## config.mk

```make
export PLATFORM = sky130hd
export DESIGN_NAME = skew_feeder
export DESIGN_NICKNAME = d
export VERILOG_FILES = /design/src/rtl/skew_feeder.sv
export SDC_FILE = /design/constraint.sdc
export NUM_CORES = 1
export LEC_CHECK = 0
export CAP_MARGIN = 20
export CORE_ASPECT_RATIO = 1.75
export CORE_MARGIN = 1
export CORE_UTILIZATION = 50
export CTS_CLUSTER_DIAMETER = 40
export DETAILED_ROUTE_END_ITERATION = 10
export GPL_TIMING_DRIVEN = 0
export PLACE_DENSITY = 0.81
export RECOVER_POWER = 50
export REMOVE_ABC_BUFFERS = 1
export SKIP_CTS_REPAIR_TIMING = 1
export SLEW_MARGIN = 5
export SYNTH_ARGS = -nofsm -noshare
export SYNTH_HDL_FRONTEND = slang
export SYNTH_SLANG_ARGS = --single-unit
```

## constraint.sdc

```tcl
create_clock -name clk -period 22.9 [get_ports clk]
set_input_delay 2.29 -clock clk [delete_from_list [all_inputs] [get_ports clk]]
set_output_delay 2.29 -clock clk [all_outputs]
set_load 0.01 [all_outputs]
```

## src/rtl/skew_feeder.sv

```systemverilog
// skew_feeder: re-times per-lane beats from a FIFO_Q bank into the diagonal
// wavefront a systolic array expects (lane i delayed i cycles after lane 0),
// counts a commanded burst, flags misaligned lanes and zero-fills bubbles.
// Optional build macro SKEW_FEEDER_REVERSE_EN mirrors the skew so that lane
// LANES-1 leads and lane 0 trails.

// One lane's delay chain: valid and data shift together, so invalid slots
// always carry zero data.
module skew_lane #(
  parameter int W     = 32,
  parameter int DEPTH = 1
) (
  input  logic         clk,
  input  logic         rst,
  input  logic         in_vld,
  input  logic [W-1:0] in_dat,
  output logic         out_vld,
  output logic [W-1:0] out_dat
);
  logic [DEPTH-1:0]        vld_pipe;
  logic [DEPTH-1:0][W-1:0] dat_pipe;

  // shift valid and data down the chain each cycle
  always_ff @(posedge clk or posedge rst) begin
    if (rst) begin
      vld_pipe <= '0;
      dat_pipe <= '0;
    end else begin
      vld_pipe[0] <= in_vld;
      dat_pipe[0] <= in_dat;
      for (int k = 1; k < DEPTH; k++) begin
        vld_pipe[k] <= vld_pipe[k-1];
        dat_pipe[k] <= dat_pipe[k-1];
      end
    end
  end

  assign out_vld = vld_pipe[DEPTH-1];
  assign out_dat = dat_pipe[DEPTH-1];
endmodule

module skew_feeder #(
  parameter int DATA_WIDTH = 32,
  parameter int LANES      = 4,
  parameter int CNT_WIDTH  = 8
) (
  input  logic                        clk,
  input  logic                        rst,
  input  logic                        start,
  input  logic [CNT_WIDTH-1:0]        len,
  input  logic [LANES-1:0]            in_valid,
  input  logic [LANES*DATA_WIDTH-1:0] in_data,
  output logic [LANES-1:0]            out_valid,
  output logic [LANES*DATA_WIDTH-1:0] out_data,
  output logic                        busy,
  output logic                        done,
  output logic                        err
);
  localparam logic [1:0] S_IDLE  = 2'd0;
  localparam logic [1:0] S_RUN   = 2'd1;
  localparam logic [1:0] S_DRAIN = 2'd2;

  // drain counter runs 0..LANES-2 so DRAIN lasts LANES-1 cycles
  localparam int DCW = (LANES > 2) ? $clog2(LANES - 1) : 1;
  localparam logic [DCW-1:0] DLAST = DCW'(LANES - 2);

  logic [1:0]           state;
  logic [CNT_WIDTH-1:0] cnt, len_q, cnt_nxt;
  logic [DCW-1:0]       dcnt;
  logic                 start_ok, accept, misal;

  // start is honoured only in IDLE and not during the trailing done cycle
  assign start_ok = (state == S_IDLE) && start && !busy;
  assign accept   = (state == S_RUN) && (&in_valid);
  assign misal    = (state == S_RUN) && (|in_valid) && !(&in_valid);
  // cnt < len_q <= max while in RUN, so this never wraps
  assign cnt_nxt  = cnt + 1'b1;

  // burst control FSM: beat counting, drain timing, done/busy/err
  always_ff @(posedge clk or posedge rst) begin
    if (rst) begin
      state <= S_IDLE;
      cnt   <= '0;
      len_q <= '0;
      dcnt  <= '0;
      busy  <= 1'b0;
      done  <= 1'b0;
      err   <= 1'b0;
    end else begin
      done <= 1'b0;
      if (done) busy <= 1'b0;
      case (state)
        S_IDLE: begin
          if (start_ok) begin
            err <= 1'b0;
            cnt <= '0;
            if (len != '0) begin
              len_q <= len;
              busy  <= 1'b1;
              state <= S_RUN;
            end else begin
              done <= 1'b1;
            end
          end
        end
        S_RUN: begin
          if (misal) err <= 1'b1;
          if (accept) begin
            cnt <= cnt_nxt;
            if (cnt_nxt == len_q) begin
              state <= S_DRAIN;
              dcnt  <= '0;
            end
          end
        end
        S_DRAIN: begin
          // exit lines up with the last beat leaving the trailing lane
          if (dcnt == DLAST) begin
            state <= S_IDLE;
            done  <= 1'b1;
          end else begin
            dcnt <= dcnt + 1'b1;
          end
        end
        default: state <= S_IDLE;
      endcase
    end
  end

  // per-lane delay chains; rejected beats enter as zero/invalid
  for (genvar i = 0; i < LANES; i++) begin : g_lane
`ifdef SKEW_FEEDER_REVERSE_EN
    localparam int DEPTH = LANES - i;
`else
    localparam int DEPTH = i + 1;
`endif
    logic [DATA_WIDTH-1:0] lane_in;
    assign lane_in = accept ? in_data[i*DATA_WIDTH +: DATA_WIDTH] : '0;

    skew_lane #(.W(DATA_WIDTH), .DEPTH(DEPTH)) u_lane (
      .clk     (clk),
      .rst     (rst),
      .in_vld  (accept),
      .in_dat  (lane_in),
      .out_vld (out_valid[i]),
      .out_dat (out_data[i*DATA_WIDTH +: DATA_WIDTH])
    );
  end
endmodule

```

==> metrics.txt, run 1 <==
run status complete, but fails checks; violations in the final reports capacitance limit, slew limit; pin count of the biggest net entering global routing between 100 and 150; required time reported for the critical path endpoint roughly 22000 ps; flop2flop setup slack just over 20000 ps; final std cell area, no fill roughly 15000 um^2; final hold violation count 0; TritonCTS Buffers 35; Nets 1047; top fanout value on the critical path roughly 130; layout cell share with drive strength beyond 1 0.0691; simple-gate share of the synthesized area 0.0972; maximum resistive drop on vdd around 60 uV; launching element type of the critical path primary input; xor-xnor portion of the synthesized cell area 0.00716; Internal Dissipation between 900 and 1000 uW; hold path startpoint g_lane[2].u_lane.dat_pipe[44]; estimated wirelength of the detail-placed design about 14000 um; Avg Inst Size Synth about 16 um^2; kind of capture point of the worst setup path asynchronous set/reset pin; first-pass GRT wire length 30900 um; number of maximum-capacitance violations 3; setup TNS 0 ps; vias in the first global route roughly 5900; initial antenna violation count 0; setup skew after layout between 20 and 25 ps; cell chosen for the clock root sky130_fd_sc_hd__clkbuf_16; clock network power share 0.480; starting utilization of the core area 0.512; most used routing layer met2; power density cells roughly 85 nW/um^2; proportion of synthesized area in mux cells 0.00705; count of TritonRoute iterations in the first routing pass 4; area grow syn2layout 32.6%; Clock transition at path regs 60 ps; launch instance of the worst register-to-register path cnt[0]; grt met3 use 0.0536; count of antenna-violating nets left after detailed routing 0; classification of the worst setup path primary input to asynchronous set/reset pin; number of input and output port buffers inserted roughly 280; clock net sink count 347; routed length per instance around 17 um; CTS tree built; Placement Rows 71; relative contribution of combinational cells to total power 0.028; # H-tree levels 2; Mapped Area about 11000 um^2; leakage power around 0.007 uW; total overflow reported by the global router 0; data arrival time of the critical path 9580 ps; overall routing resource usage 0.183; final wirelength 20200 um; post-route total power about 1200 uW; Hold EP g_lane[2].u_lane.out_dat[12]; Synth Area in Adders 0.00227; final setup violation count 0; headroom to the max-slew limit -3.29; Final Wtd Congestion 0.830; post-route clock period utilization 0.461; final number of max-transition violations 352; HP Class flip-flop to flip-flop; number of cells traversed by the worst register-to-register path 6; Compound-Gate Fraction of Synth Area 0.0190; total number of yosys warnings 0; fmax ~95 MHz; EDFF count, synth 0; synthesized instance count about 700; post-layout min period ~11000 ps; number of vias per cell after detailed routing roughly 4.6; routed vias between 5000 and 6000; Synth Flop Type sky130_fd_sc_hd__dfrtp_1; Die Width between 100 and 150 um; area of the core around 21000 um^2; Iter 0 DRT Violations between 300 and 400; number of top-level pins around 280; combinational family with the most area after synthesis simple AND/OR/NAND/NOR gates; switching power share of the total 0.198; reported net switching power ~250 uW; number of distinct standard cells referenced by the synthesized netlist 36; GRT met2 Usage 0.301; Clock Path Buffers 3; floorplan die height ~200 um; post-synthesis sequential area ratio 0.789; clock latency on the worst-skew pair between 500 and 600 ps; die outline area roughly 23000 um^2; setup repair after global routing missed its margin no; Post-DP Area ~13000 um^2; endpoint of the worst-slack reg-to-reg timing path dcnt[0]; DRC 0; Slew @ Worst Pin 6440 ps; total inserted antenna cells 0; share of total power in sequential cells 0.492; grt met1 use 0.212; number of cells on the worst hold path 0; Synth async-reset ratio 1.00; number of storage elements in the synthesis netlist 347
==> power groups by stage <==
stage,registers (uW),clock network (uW),logic [uW]
3_3_place_gp,625,0,35.1
2_1_floorplan,625,0,9.21
3_5_place_dp,624,0,37.4
6_report,613,598,35.2
5_1_grt,613,639,39.2
4_1_cts,613,614,37.7
==> registers in the layout (all words and copies together), names as in the netlist <==
name	flops
g_lane.u_lane.dat_pipe	192
g_lane.u_lane.out_dat	128
cnt	8
len_q	8
g_lane.u_lane.vld_pipe	4
dcnt	2
state	2
busy	1
done	1
err	1
==> critical path, stage by stage <==
cell                            delay (ps)
sky130_fd_sc_hd__dlygate4sd3_1         550
sky130_fd_sc_hd__clkinvlp_2           1960
sky130_fd_sc_hd__clkbuf_1             4610
==> worst max-delay path by stage <==
stage | from | to | slack, ps | cells past startpoint
final | rst | g_lane[1].u_lane.dat_pipe[21] | 12350 | 3
after global placement | rst | g_lane[0].u_lane.out_dat[30] | 7820 | 2
after CTS | in_valid[3] | cnt[4] | 18800 | 7
after detailed placement | in_valid[3] | cnt[4] | 18280 | 7
after global routing | rst | g_lane[1].u_lane.dat_pipe[21] | 10300 | 3
after floorplan | rst | busy | 10990 | 1
==> cells in the final DEF (no fill, tap or decap), drive strengths merged <==
master | synthesis | layout
dfrtp | 347 | 347
clkdlybuf4s50 | 0 | 274
and2 | 129 | 129
clkbuf | 14 | 46
o21ai | 15 | 15
nor2 | 15 | 15
inv | 8 | 14
nand2 | 10 | 10
nand3 | 8 | 8
xnor2 | 6 | 6
mux2 | 6 | 6
bufinv | 0 | 5
and3 | 4 | 4
a21oi | 4 | 4
clkinv | 0 | 4
or4 | 3 | 3
a32o | 3 | 3
xor2 | 3 | 3
nor3b | 3 | 3
o31ai | 3 | 3
dlygate4sd3 | 0 | 3
nand2b | 2 | 2
o211ai | 2 | 2
ha | 2 | 2
clkinvlp | 0 | 2
nand4 | 1 | 1
nor2b | 1 | 1
o22ai | 1 | 1
mux2i | 1 | 1
a311oi | 1 | 1
or2b | 1 | 1
o221ai | 1 | 1
or4b | 1 | 1
nor3 | 1 | 1
a21o | 1 | 1
a41oi | 1 | 1
a31oi | 1 | 1
buf | 104 | 1
==> routing by layer <==
metal  part of all wire  vias up
met5                  0        -
met4              0.051        0
met3              0.071       62
met2               0.52      215
met1               0.36     2770
li1                   -     2507
==> kinds of logic after synthesis <==
| group | count (synthesis) |
|---|---|
| buf+inv | 126 |
| fa+ha+maj | 2 |
| mux | 7 |
| flops | 347 |
| simple gates | 179 |
| compound gates | 33 |
| xor+xnor | 9 |
==> cell usage after synthesis (2+ instances only) <==
library cell | count | area (um^2)
sky130_fd_sc_hd__a21oi_1 | 4 | 20.0
sky130_fd_sc_hd__a32o_1 | 3 | 30.0
sky130_fd_sc_hd__and2_1 | 129 | 807
sky130_fd_sc_hd__and3_1 | 4 | 25.0
sky130_fd_sc_hd__buf_2 | 3 | 15.0
sky130_fd_sc_hd__buf_4 | 100 | 751
sky130_fd_sc_hd__clkbuf_1 | 14 | 52.6
sky130_fd_sc_hd__dfrtp_1 | 347 | 8680
sky130_fd_sc_hd__ha_1 | 2 | 25.0
sky130_fd_sc_hd__inv_1 | 8 | 30.0
sky130_fd_sc_hd__mux2_1 | 6 | 67.6
sky130_fd_sc_hd__nand2_1 | 10 | 37.5
sky130_fd_sc_hd__nand2b_1 | 2 | 12.5
sky130_fd_sc_hd__nand3_1 | 8 | 40.0
sky130_fd_sc_hd__nor2_1 | 14 | 52.6
sky130_fd_sc_hd__nor3b_1 | 3 | 22.5
sky130_fd_sc_hd__o211ai_1 | 2 | 15.0
sky130_fd_sc_hd__o21ai_0 | 15 | 75.1
sky130_fd_sc_hd__o31ai_1 | 3 | 22.5
sky130_fd_sc_hd__or4_1 | 3 | 22.5
sky130_fd_sc_hd__xnor2_1 | 6 | 52.6
sky130_fd_sc_hd__xor2_1 | 3 | 26.3
==> layout make-up <==
class / instances / area [um^2]
Inverter: 8 / 33.8
Sequential cell: 347 / 8680
Timing Repair Buffer: 280 / 2810
Tap cell: 292 / 365
Clock buffer: 44 / 981
Fill cell: 1471 / 6910
Clock inverter: 17 / 258
Multi-Input combinational cell: 230 / 1460
==> stage by stage <==
step / std cells / worst slack [ps] / utilization / hold WS (ps)
after CTS: 1218 / 18800 / 0.681 / 335
after detailed placement: 1157 / 18280 / 0.624 / 335
final: 1218 / 12350 / 0.679 / 335
after floorplan: 585 / 10990 / - / 331
after global placement: 1154 / 7820 / 0.619 / 331
after global routing: 1218 / 10300 / 0.679 / 340
(Power assumes the default switching activity.)
==> run 2, diff against run 1 <==
--- a/config.mk
+++ b/config.mk
@@ -8,11 +8,11 @@
 export CAP_MARGIN = 20
 export CORE_ASPECT_RATIO = 1.75
 export CORE_MARGIN = 1
-export CORE_UTILIZATION = 50
+export CORE_UTILIZATION = 44
 export CTS_CLUSTER_DIAMETER = 40
 export DETAILED_ROUTE_END_ITERATION = 10
 export GPL_TIMING_DRIVEN = 0
-export PLACE_DENSITY = 0.81
+export PLACE_DENSITY = 0.76
 export RECOVER_POWER = 50
 export REMOVE_ABC_BUFFERS = 1
 export SKIP_CTS_REPAIR_TIMING = 1
==> constraint.sdc (replaced) <==
create_clock -name clk -period 9 [get_ports clk]
set_input_delay 0.9 -clock clk [delete_from_list [all_inputs] [get_ports clk]]
set_output_delay 0.9 -clock clk [all_outputs]
set_load 0.01 [all_outputs]
==> metrics.txt, run 2 (synthesized netlist as in run 1, its figures left out) <==
Critical path buffers and inverters 2 (was 3); cell chosen for the clock root sky130_fd_sc_hd__clkbuf_16 (unchanged); leading cell type in the layout, fill and taps excluded sky130_fd_sc_hd__dfrtp_1 (unchanged); data arrival time of the critical path 4220 ps (was 9580 ps); starting utilization of the core area 0.447 (was 0.512); Iter 0 DRT Violations 297 (was 328); post-route clock period utilization 0.491; area grow syn2layout 31.3% (was 32.6%); Nets 1043 (was 1047); fmax around 230 MHz; setup skew after layout 11.6 ps (was 23.1 ps); # H-tree levels 1 (was 2); headroom to the max-slew limit -2.23 (was -3.29); Stages on worst setup path 2 (was 3); DRC 0 (unchanged); routed length per instance 15.7 um (was 16.6 um); fillcell total 1851 (was 1471); kind of cell adding the most delay to the critical path buffers and inverters (unchanged); setup TNS 0 ps (unchanged); maximum resistive drop on vdd 166 uV (was 61.7 uV); clock net sink count 347 (unchanged); Slew @ Worst Pin 4820 ps (was 6440 ps); count of TritonRoute iterations in the first routing pass 4 (unchanged); flop2flop setup slack 6170 ps (was 20670 ps); number of cells traversed by the worst register-to-register path 6 (unchanged); leakage power 0.00703 uW (was 0.00712 uW); most frequent cells in the layout 347 x sky130_fd_sc_hd__dfrtp_1, 274 x sky130_fd_sc_hd__clkdlybuf4s50_1, 129 x sky130_fd_sc_hd__and2_1 (unchanged); top fanout value on the critical path 110 (was 132); area of the core 24600 um^2 (was 21500 um^2); post-layout min period around 4400 ps; overall routing resource usage 0.159 (was 0.183); Die Width 122 um (was 114 um); CTS tree built (unchanged); clock latency on the worst-skew pair 560 ps (was 520 ps); max FFs per register 192 (unchanged); run status complete, but fails checks (unchanged); kind of capture point of the worst setup path asynchronous set/reset pin (unchanged); setup repair after global routing missed its margin no (unchanged); total overflow reported by the global router 0 (unchanged); pin count of the biggest net entering global routing 134 (unchanged); number of top-level pins 278 (unchanged); number of maximum-capacitance violations 1 (was 3); final wirelength 19400 um (was 20200 um); floorplan die height 211 um (was 198 um); final hold violation count 0 (unchanged); TritonCTS Buffers 31 (was 35); estimated wirelength of the detail-placed design 13000 um (was 13600 um); chain of cells forming the critical path dlygate4sd3_1 -> clkinvlp_2 (was dlygate4sd3_1 -> clkinvlp_2 -> clkbuf_1); HP Class flip-flop to flip-flop (unchanged); initial antenna violation count 9 (was 0); final setup violation count 0 (unchanged); die outline area 25700 um^2 (was 22600 um^2); launching element type of the critical path primary input (unchanged); max incr delay on CP 2690 ps (was 4610 ps); number of input and output port buffers inserted 277 (unchanged); count of antenna-violating nets left after detailed routing 0 (unchanged); crit path max-delay cell type sky130_fd_sc_hd__clkinvlp_2 (was sky130_fd_sc_hd__clkbuf_1); number of cells on the worst hold path 0 (unchanged); Placement Rows 76 (was 71); Final Wtd Congestion 0.765 (was 0.830); final number of max-transition violations 109 (was 352); Fin Hold WS 344 ps (was 335 ps); Most flops, register g_lane.u_lane.dat_pipe (unchanged); number of vias per cell after detailed routing 4.44 (was 4.56); first-pass GRT wire length 31000 um (was 30900 um); required time reported for the critical path endpoint 8800 ps (was 21920 ps); register area 8680 um^2 (unchanged); vias in the first global route 5951 (was 5862); Clock Path Buffers 3 (unchanged); Clock transition at path regs 70 ps (was 60 ps); area occupied by multi-input gates 1460 um^2 (unchanged); fraction of the core area covered by cells at the end of the flow 0.587 (was 0.679); routed vias 5492 (was 5554); power density cells 204 nW/um^2 (was 85.4 nW/um^2); layout cell share with drive strength beyond 1 0.0630 (was 0.0691); classification of the worst setup path primary input to asynchronous set/reset pin (unchanged); violations in the final reports capacitance limit, slew limit (unchanged)
==> run 2: changes by cell type in the layout (fill, tap and decap cells not counted) <==
cell	delta
sky130_fd_sc_hd__clkbuf_16	-5
sky130_fd_sc_hd__inv_4	-1
sky130_fd_sc_hd__buf_16	+2
sky130_fd_sc_hd__diode_2	+4
sky130_fd_sc_hd__clkinv_8	-1
sky130_fd_sc_hd__clkinvlp_2	+1
sky130_fd_sc_hd__inv_8	-1
sky130_fd_sc_hd__bufinv_16	-3
sky130_fd_sc_hd__clkinv_2	+2
sky130_fd_sc_hd__clkbuf_1	+1
==> run 2: final cells by class <==
class / instances / share of cell area
Inverter: 8 / 0.00225
Sequential cell: 347 / 0.601
Timing Repair Buffer: 280 / 0.198
Clock buffer: 42 / 0.0600
Tap cell: 312 / 0.0270
Antenna cell: 4 / 0.000693
Clock inverter: 14 / 0.0104
Multi-Input combinational cell: 230 / 0.101
==> run 2: metrics by stage <==
| step | worst slack, ps | power (uW) | instance area (um^2) | std cells |
|---|---|---|---|---|
| 6_report | 4580 | 2950 | 14400 | 1237 |
| 3_3_place_gp | -4880 | 1680 | 13300 | 1174 |
| 2_1_floorplan | -1520 | 1610 | 10200 | 585 |
| 3_5_place_dp | 5950 | 1680 | 13400 | 1177 |
| 4_1_cts | 6540 | 3000 | 14400 | 1233 |
| 5_1_grt | 3740 | 3070 | 14400 | 1235 |
==> run 2: worst register-to-register path: stages, from the launching register on <==
cell	delay [ps]
sky130_fd_sc_hd__dfrtp_1	410
sky130_fd_sc_hd__nor2b_1	170
sky130_fd_sc_hd__nand2b_1	460
sky130_fd_sc_hd__clkinvlp_2	850
sky130_fd_sc_hd__nor2_1	590
sky130_fd_sc_hd__o21ai_0	160
sky130_fd_sc_hd__o31ai_1	90
==> run 2: path summary, 6_finish.rpt <==
| kind | endpoint | from |
|---|---|---|
| max | busy | rst |
| min | g_lane[2].u_lane.dat_pipe[35] | g_lane[2].u_lane.dat_pipe[3] |
| max reg2reg | cnt[3] | state[0] |
| min reg2reg | g_lane[2].u_lane.dat_pipe[35] | g_lane[2].u_lane.dat_pipe[3] |
| max in group clk | cnt[3] | in_valid[1] |
| min in group asynchronous | g_lane[1].u_lane.dat_pipe[24] | rst |
==> run 2: layer usage <==
layer	GRT usage	up-vias	routed length, um
met1	0.163	2695	6280
li1	-	2505	-
met2	0.270	207	10200
met4	0.0979	12	1040
met5	0	-	68
met3	0.0610	73	1800
==> run 2: where the power goes <==
part,switching (uW),internal (uW)
clock network,557,740
logic,35.8,56.6
registers,0,1560
total,592,2360
==> run 3, diff against run 2 <==
--- a/config.mk
+++ b/config.mk
@@ -8,11 +8,11 @@
 export CAP_MARGIN = 20
 export CORE_ASPECT_RATIO = 1.75
 export CORE_MARGIN = 1
-export CORE_UTILIZATION = 44
+export CORE_UTILIZATION = 48
 export CTS_CLUSTER_DIAMETER = 40
 export DETAILED_ROUTE_END_ITERATION = 10
 export GPL_TIMING_DRIVEN = 0
-export PLACE_DENSITY = 0.76
+export PLACE_DENSITY = 0.78
 export RECOVER_POWER = 50
 export REMOVE_ABC_BUFFERS = 1
 export SKIP_CTS_REPAIR_TIMING = 1
==> constraint.sdc (replaced) <==
create_clock -name clk -period 4.6 [get_ports clk]
set_input_delay 0.46 -clock clk [delete_from_list [all_inputs] [get_ports clk]]
set_output_delay 0.46 -clock clk [all_outputs]
set_load 0.01 [all_outputs]
==> metrics.txt, run 3 (synthesized netlist as in run 1, its figures left out) <==
number of maximum-capacitance violations 1 (unchanged); pin count of the biggest net entering global routing 138 (was 134); required time reported for the critical path endpoint 4880 ps (was 8800 ps); hold path startpoint g_lane[3].u_lane.dat_pipe[16] (was g_lane[2].u_lane.dat_pipe[3]); number of top-level pins 278 (unchanged); final hold violation count 0 (unchanged); HP Class flip-flop to flip-flop (unchanged); data arrival time of the critical path 3030 ps (was 4220 ps); final number of max-transition violations 138 (was 109); max layer used met5 (unchanged); met2 WL post-DR 10700 um (was 10200 um); launching element type of the critical path primary input (unchanged); worst setup slack after layout 1840 ps (was 4580 ps); kind of capture point of the worst setup path asynchronous set/reset pin (unchanged); routed vias 5494 (was 5492); starting utilization of the core area 0.488 (was 0.447); number of vias per cell after detailed routing 4.50 (was 4.44); initial antenna violation count 8 (was 9); final setup violation count 0 (unchanged); leakage power 0.00708 uW (was 0.00703 uW); Iter 0 DRT Violations 341 (was 297); post-layout min period 2760 ps; post-place setup slack 1510 ps (was 5950 ps); final wirelength 19300 um (was 19400 um); area of the core 22600 um^2 (was 24600 um^2); total overflow reported by the global router 0 (unchanged); post-route clock period utilization 0.599; Final Wtd Congestion 0.845 (was 0.765); Clock transition at path regs 60 ps (was 70 ps); routed length per instance 15.8 um (was 15.7 um); Clock Path Buffers 3 (unchanged); Placement Rows 73 (was 76); classification of the worst setup path primary input to asynchronous set/reset pin (unchanged); cell chosen for the clock root sky130_fd_sc_hd__clkbuf_16 (unchanged); routed length on met1 6110 um (was 6280 um); flop2flop setup slack 2130 ps (was 6170 ps); fmax roughly 360 MHz; most frequent cells in the layout 347 x sky130_fd_sc_hd__dfrtp_1, 274 x sky130_fd_sc_hd__clkdlybuf4s50_1, 129 x sky130_fd_sc_hd__and2_1 (unchanged); die outline area 23600 um^2 (was 25700 um^2); max FFs per register 192 (unchanged); Nets 1046 (was 1043); # H-tree levels 2 (was 1); count of antenna-violating nets left after detailed routing 0 (unchanged); overall routing resource usage 0.173 (was 0.159); Die Width 116 um (was 122 um); clock latency on the worst-skew pair 500 ps (was 560 ps); leading cell type in the layout, fill and taps excluded sky130_fd_sc_hd__dfrtp_1 (unchanged); Hold EP g_lane[3].u_lane.dat_pipe[48] (was g_lane[2].u_lane.dat_pipe[35]); vias in the first global route 5856 (was 5951); top fanout value on the critical path 137 (was 110); met3 layer wire length in the routed design 1690 um (was 1800 um); TritonCTS Buffers 34 (was 31); maximum resistive drop on vdd 328 uV (was 166 uV); DRC 0 (unchanged); setup repair after global routing missed its margin no (unchanged); number of cells on the worst hold path 0 (unchanged); first-pass GRT wire length 30300 um (was 31000 um); CTS tree built (unchanged); headroom to the max-slew limit -0.160 (was -2.23); number of input and output port buffers inserted 277 (unchanged); area grow syn2layout 31.9% (was 31.3%); run status complete, but fails checks (unchanged); power density cells 411 nW/um^2 (was 204 nW/um^2); endpoint of the worst-slack reg-to-reg timing path cnt[4] (was cnt[3]); setup TNS 0 ps (unchanged); floorplan die height 202 um (was 211 um); estimated wirelength of the detail-placed design 13100 um (was 13000 um); violations in the final reports capacitance limit, slew limit (unchanged); launch instance of the worst register-to-register path state[0] (unchanged); Slew @ Worst Pin 1740 ps (was 4820 ps); setup skew after layout 17.3 ps (was 11.6 ps); Most flops, register g_lane.u_lane.dat_pipe (unchanged); clock net sink count 347 (unchanged); number of cells traversed by the worst register-to-register path 7 (was 6); layout cell share with drive strength beyond 1 0.0641 (was 0.0630); count of TritonRoute iterations in the first routing pass 4 (unchanged)
## run 3: cell types whose count changed in the layout (fill, tap and decap cells not counted), sizes merged
cell      delta
clkinv       -2
buf          -1
clkbuf       +2
inv          +1
diode        -2
clkinvlp     -2
bufinv       +1
## run 3: metal layers
layer | GRT usage | vias to the layer above
met4 | 0.0865 | 12
met2 | 0.304 | 199
li1 | - | 2503
met5 | 0 | -
met1 | 0.175 | 2722
met3 | 0.0657 | 58
## run 3: stage by stage
stage	total power, uW	hold WS, ps	cell area (um^2)	util	cells
after global routing	6170	340	14500	0.643	1220
after floorplan	3160	331	10200	-	585
after CTS	6040	330	14500	0.644	1220
final	5960	333	14500	0.643	1222
after detailed placement	3290	335	13400	0.595	1165
after global placement	3280	331	13300	0.590	1162
## run 3: layout make-up
type	instances	area (um^2)
Inverter	8	40.0
Tap cell	300	375
Sequential cell	347	8680
Antenna cell	2	5.00
Clock buffer	43	946
Timing Repair Buffer	280	2840
Fill cell	1658	8050
Multi-Input combinational cell	230	1460
Clock inverter	12	170
## run 3: worst max-delay path: stages
cell,delay [ps]
sky130_fd_sc_hd__dlygate4sd3_1,610
sky130_fd_sc_hd__inv_8,440
sky130_fd_sc_hd__clkbuf_4,1370
## run 3: worst max-delay path by stage
stage                     cells past startpoint        start                             to  slack (ps)
final                                         3          rst  g_lane[2].u_lane.dat_pipe[42]        1840
after global routing                          3          rst    g_lane[2].u_lane.out_dat[2]        1390
after CTS                                     8  in_valid[3]                         cnt[4]        2030
after detailed placement                      8  in_valid[3]                         cnt[4]        1510
after global placement                        2          rst   g_lane[2].u_lane.out_dat[28]       -8620
after floorplan                               1          rst                           busy       -5480
## run 3: power breakdown
group	leakage [uW]	switching (uW)	internal (uW)	total, uW
Combinational	0.00171	70.0	107	177
Clock	0.000546	1090	1640	2730
Sequential	0.00482	0	3050	3050
